## config.mk

```make
export PLATFORM = sky130hd
export DESIGN_NAME = mem_arbiter
export DESIGN_NICKNAME = d
export VERILOG_FILES = /design/src/rtl/mem_arbiter_pkg.sv /design/src/rtl/mem_arbiter.sv
export SDC_FILE = /design/constraint.sdc
export NUM_CORES = 1
export LEC_CHECK = 0
export CORE_ASPECT_RATIO = 1.2
export CORE_MARGIN = 5
export CORE_UTILIZATION = 34
export DETAILED_ROUTE_END_ITERATION = 16
export PLACE_DENSITY = 0.82
export SETUP_SLACK_MARGIN = 0.3
export SKIP_CTS_REPAIR_TIMING = 1
export SLEW_MARGIN = 30
export SYNTH_ARGS = -nofsm -noshare
export SYNTH_HDL_FRONTEND = slang
export SYNTH_SLANG_ARGS = --single-unit
```

## constraint.sdc

```tcl
create_clock -name clk -period 1.94 [get_ports clk]
set_input_delay 0.582 -clock clk [delete_from_list [all_inputs] [get_ports clk]]
set_output_delay 0.582 -clock clk [all_outputs]
set_load 0.01 [all_outputs]
```

## src/rtl/mem_arbiter_pkg.sv

```systemverilog
// mem_arbiter_pkg -- shared definitions for the instruction/data memory arbiter.
//   arb_state_t : arbiter FSM state encoding (IDLE, fetch grant, data grant)
//   ram_cmd_t   : one registered RAM command (write enable, lanes, address, data)
//   ZERO_WORD   : all-zero data word used for idle and suppressed outputs
//   SEL_ALL     : all four byte lanes, used for instruction fetches
package mem_arbiter_pkg;

  typedef enum logic [1:0] {
    ST_IDLE  = 2'd0,
    ST_GNT_I = 2'd1,
    ST_GNT_D = 2'd2
  } arb_state_t;

  localparam logic [31:0] ZERO_WORD = 32'h0000_0000;
  localparam logic [3:0]  SEL_ALL   = 4'b1111;

  typedef struct packed {
    logic        we;
    logic [3:0]  sel;
    logic [31:0] addr;
    logic [31:0] wdata;
  } ram_cmd_t;

endpackage

```

## src/rtl/mem_arbiter.sv

```systemverilog
// mem_arbiter -- two-requester arbiter (instruction fetch, data access) in front
// of one shared single-port RAM.
//   clk, rst                     : clock, synchronous active-high reset
//   if_req/if_addr               : fetch request (read only), held until if_ack
//   if_rdata/if_ack/if_stall     : fetch response and pipeline stall
//   d_req/d_we/d_sel/d_addr/d_wdata : data request, held until d_ack
//   d_rdata/d_ack/d_stall        : data response and pipeline stall
//   ram_ce/we/sel/addr/wdata     : registered RAM command, constant over a grant
//   ram_rdata/ram_ack            : RAM response
//   bus_err                      : pulses with the owner's ack on a timeout
// Data wins simultaneous requests; after a completion the other requester is
// granted directly if it is waiting, so contention alternates D, I, D, I.
module mem_arbiter
  import mem_arbiter_pkg::*;
#(
  parameter int WAIT_MAX = 15
) (
  input  logic        clk,
  input  logic        rst,
  input  logic        if_req,
  input  logic [31:0] if_addr,
  output logic [31:0] if_rdata,
  output logic        if_ack,
  output logic        if_stall,
  input  logic        d_req,
  input  logic        d_we,
  input  logic [3:0]  d_sel,
  input  logic [31:0] d_addr,
  input  logic [31:0] d_wdata,
  output logic [31:0] d_rdata,
  output logic        d_ack,
  output logic        d_stall,
  output logic        ram_ce,
  output logic        ram_we,
  output logic [3:0]  ram_sel,
  output logic [31:0] ram_addr,
  output logic [31:0] ram_wdata,
  input  logic [31:0] ram_rdata,
  input  logic        ram_ack,
  output logic        bus_err
);

  // The counter is 0 in the first grant cycle, so it holds WAIT_MAX-1 in the
  // WAIT_MAX-th grant cycle, which is where the access gives up.
  localparam logic [3:0] WAIT_LAST = 4'(WAIT_MAX - 1);

  arb_state_t state_reg, state_next;
  logic [3:0] wait_cnt_reg, wait_cnt_next;
  logic       ce_reg, ce_next;
  ram_cmd_t   cmd_reg, cmd_next;

  ram_cmd_t   cmd_fetch, cmd_data;
  logic       granted, timeout, done, entering;

  always_comb begin
    cmd_fetch = '{we: 1'b0, sel: SEL_ALL, addr: if_addr, wdata: ZERO_WORD};
    cmd_data  = '{we: d_we, sel: d_sel, addr: d_addr, wdata: d_wdata};
  end

  // Completion of the current grant, either by the RAM or by the timeout.
  // Qualified with rst so an access cut short by reset never acknowledges.
  always_comb begin
    granted = (state_reg != ST_IDLE);
    timeout = granted && !rst && !ram_ack && (wait_cnt_reg == WAIT_LAST);
    done    = granted && !rst && (ram_ack || timeout);
  end

  always_comb begin
    state_next = state_reg;
    unique case (state_reg)
      ST_IDLE: begin
        if (d_req)       state_next = ST_GNT_D;
        else if (if_req) state_next = ST_GNT_I;
      end
      ST_GNT_I: if (done) state_next = d_req  ? ST_GNT_D : ST_IDLE;
      ST_GNT_D: if (done) state_next = if_req ? ST_GNT_I : ST_IDLE;
      default:  state_next = ST_IDLE;
    endcase
  end

  // A new grant starts either from IDLE or directly from a completion
  // (the hand-over to the other requester).
  always_comb begin
    entering      = (state_next != ST_IDLE) && ((state_reg == ST_IDLE) || done);
    wait_cnt_next = wait_cnt_reg;
    ce_next       = ce_reg;
    cmd_next      = cmd_reg;
    if (state_next == ST_IDLE) begin
      wait_cnt_next = '0;
      ce_next       = 1'b0;
      cmd_next      = '0;
    end else if (entering) begin
      wait_cnt_next = '0;
      ce_next       = 1'b1;
      cmd_next      = (state_next == ST_GNT_D) ? cmd_data : cmd_fetch;
    end else begin
      wait_cnt_next = wait_cnt_reg + 4'd1;
    end
  end

  always_ff @(posedge clk) begin
    if (rst) begin
      state_reg    <= ST_IDLE;
      wait_cnt_reg <= '0;
      ce_reg       <= 1'b0;
      cmd_reg      <= '0;
    end else begin
      state_reg    <= state_next;
      wait_cnt_reg <= wait_cnt_next;
      ce_reg       <= ce_next;
      cmd_reg      <= cmd_next;
    end
  end

  assign ram_ce    = ce_reg;
  assign ram_we    = cmd_reg.we;
  assign ram_sel   = cmd_reg.sel;
  assign ram_addr  = cmd_reg.addr;
  assign ram_wdata = cmd_reg.wdata;

  // Read data only passes on a genuine RAM ack; a timeout returns zero.
  always_comb begin
    if_ack   = done && (state_reg == ST_GNT_I);
    d_ack    = done && (state_reg == ST_GNT_D);
    if_rdata = (if_ack && ram_ack) ? ram_rdata : ZERO_WORD;
    d_rdata  = (d_ack && ram_ack) ? ram_rdata : ZERO_WORD;
    if_stall = if_req & ~if_ack;
    d_stall  = d_req & ~d_ack;
    bus_err  = timeout;
  end

endmodule

```

==> results of run 1 <==
layout make-up:
cell class / instances / share of cell area, %
Clock buffer: 9 / 2.31
Multi-Input combinational cell: 351 / 33.8
Inverter: 36 / 1.42
Clock inverter: 7 / 0.833
Timing Repair Buffer: 385 / 43.8
Sequential cell: 76 / 15.7
Antenna cell: 1 / 0.0256
Tap cell: 168 / 2.15
final timing paths:
path	start	end	slack (ns)	cells past startpoint
max	state_reg[0]$_SDFF_PP0_	d_rdata[12]	-0.34	8
min reg2reg	ram_sel[3]$_SDFFE_PP0P_	ram_sel[3]$_SDFFE_PP0P_	0.46	2
min	ram_sel[3]$_SDFFE_PP0P_	ram_sel[3]$_SDFFE_PP0P_	0.46	2
max reg2reg	wait_cnt_reg[0]$_SDFF_PP0_	ram_addr[23]$_SDFFE_PP0P_	-0.14	10
placed cells by master, fill, tap and decap left out, types with 8 or more instances in the layout:
cell | netlist | layout
buf_6 | 12 | 83
a22oi_2 | 30 | 30
clkbuf_16 | 0 | 20
nor3_1 | 34 | 33
a22o_1 | 33 | 33
a221oi_1 | 31 | 25
inv_1 | 35 | 33
buf_12 | 0 | 14
dlymetal6s2s_1 | 0 | 73
nand3_1 | 34 | 11
clkbuf_2 | 0 | 14
nor2_1 | 15 | 8
clkdlybuf4s50_1 | 0 | 134
a2111oi_2 | 0 | 23
dfxtp_1 | 76 | 73
and2_4 | 0 | 64
nand3_2 | 0 | 21
a2111oi_4 | 2 | 10
nand2_1 | 38 | 36
buf_4 | 3 | 49
worst register-to-register path: cells and delay by family (launching register included):
family	cells	cell delay [ns]
AOI/OAI and AO/OA	4	0.83
DFF	1	0.34
adders and majority gates	1	0.17
buffers and inverters	5	0.67
routing by layer:
layer / part of all wire [%] / vias up
li1: - / 2608
met1: 35 / 2836
met2: 52 / 341
met3: 7.2 / 104
met4: 6.7 / 0
met5: 0 / -
cells by family (layout without fill, tap and decap cells):
group | after synthesis | count (layout) | synth area share (%)
compound gates | 151 | 151 | 32.0
other cells | 0 | 1 | 0
buf+inv | 94 | 437 | 10.6
xor+xnor | 3 | 3 | 0.585
fa+ha+maj | 2 | 2 | 0.557
flops | 76 | 76 | 33.9
simple gates | 194 | 195 | 22.3
where the power goes:
group / total, mW / switching, mW / internal (mW)
Sequential: 1.78 / 0.0930 / 1.69
Combinational: 1.89 / 0.870 / 1.02
Clock: 1.77 / 0.756 / 1.02
Total: 5.45 / 1.72 / 3.73
==> impl_metrics.yaml, run 1 <==
run:
  maxCapViolCount: 0
synthesis:
  synth_area_leaders: "dfxtp_1 34%, and2_1 8.9%, a22oi_2 8.4%"
  synthesis.area_um2: 4490
  synth_nets: 660
  synth_edf_count: 0
  avgSynthCellArea_um2: 8.63
  ys_ff_latch: 76
  yosys.area.top_type: "dfxtp_1"
  synthTopCellsByCount: "76 x dfxtp_1, 64 x and2_1, 38 x nand2_1"
  ys.flop_type: "dfxtp_1"
  synth.yosys.warnings: 0
  synth.most_common_cell: "dfxtp_1"
  syn_inst: 520
  ys_seq_area_share_pct: 33.9
  ys_async_sr_fraction_pct: 0
  netlist.area_leader.share_pct: 33.9
  synth.distinct_cells: 40
clock_tree:
  numCtsBuffers: 9
  cts.sink_count: 76
  cts_tree: "done"
  ctsRootBufferMaster: "clkbuf_16"
  htree_levels: 3
  clock_insertion_delay_worst_skew_ns: 0.34
  cts.clk_slew.worst_paths_ns: 0.06
  clock_path_buffers: 2
worst_setup_path:
  slowest_delay_ns: 0.37
  worst-path-max-fanout: 4
  path_class: "reg -> out"
  arrival_ns: 1.70
  cp_cell_sequence: "nand2b_4 -> nor2_4 -> buf_12 -> clkbuf_16 -> buf_6 -> buf_6 -> and2_4 -> buf_6"
  critPathCaptureType: "output port"
  cp.required_ns: 1.36
  critPathBufInv: 5
  crit_top_cell: "buf_6"
  cpMaxStageDelayCell: "dfxtp_4"
  critPathLaunchType: "flop"
  crit_family: "buffers and inverters"
grt:
  grt.met1_usage_pct: 22.3
  grt_pass1_vias: 5749
  grt_max_degree: 44
  antenna_found_initial: 1
  use_met2_pct: 42.1
  grt_overflow: 0
  grt_usage_pct: 22.8
  grt_first_pass_wirelength_um: 28600
  met3_usage_pct: 4.85
  grt-busiest-layer: "met2"
placement:
  pre_cts_ws_ns: -1.00
  gp_congestion: 0.924
  hpwl_um: 14500
  place_area_um2: 8260
  portBuffers: 276
  dpl.cell_count: 963
sta:
  holdWs_ns: 0.463
  finalCritPeriodShare_pct: 118
  fin_ws_ns: -0.343
  slew_headroom_pct: 67.3
  final.setup.tns_ns: -16.06
  worst_clock_skew_ns: 0.00603
  hold_viol_final: 0
  period_minus_slack_ns: 2.28
  max_freq_mhz: 438
  grt_setup_unrepaired: "true"
  maxSlewViolCount: 0
  worst_pin_slew_ns: 0.491
  setup_viol: 101
final_layout:
  final_core_util_pct: 74.7
  seqCellArea_um2: 1530
  drive_above_1_share_pct: 44.6
  multiInputGateArea_um2: 3300
  fillerInstances: 802
  area_growth_pct: 117
  fin_cells: 1033
  post-route-cell-area_um2: 9760
  fin_nets: 999
worst_hold_path:
  worstHoldPathType: "reg -> reg"
routing:
  drt_first_pass_iters: 5
  vias: 5889
  vias_per_cell: 5.70
  ant_nets: 0
  drc: 0
  detail_route.wl_per_cell_um: 23.0
  first_iter_violations: 290
  drt-total-wl_um: 23800
floorplan:
  die_y_um: 136
  die-area_um2: 15600
  rows: 46
  start_util_pct: 34.4
  die_x_um: 115
  core_region_area_um2: 13100
  io_pins: 277
power:
  p_leak_nw: 4.96
  power_mw: 5.45
  ir_drop_uv: 503
  p_per_area_nw_per_um2: 558
outcome:
  outcome: "finished with violations"
  failed_checks: "setup timing"
(Power assumes the default switching activity.)
==> run 2: changes to the inputs <==
Settings changed: HOLD_SLACK_MARGIN set to 0.02.
==> results of run 2 <==
Same layout as run 1: the final DEF is identical, and so are final timing and power.
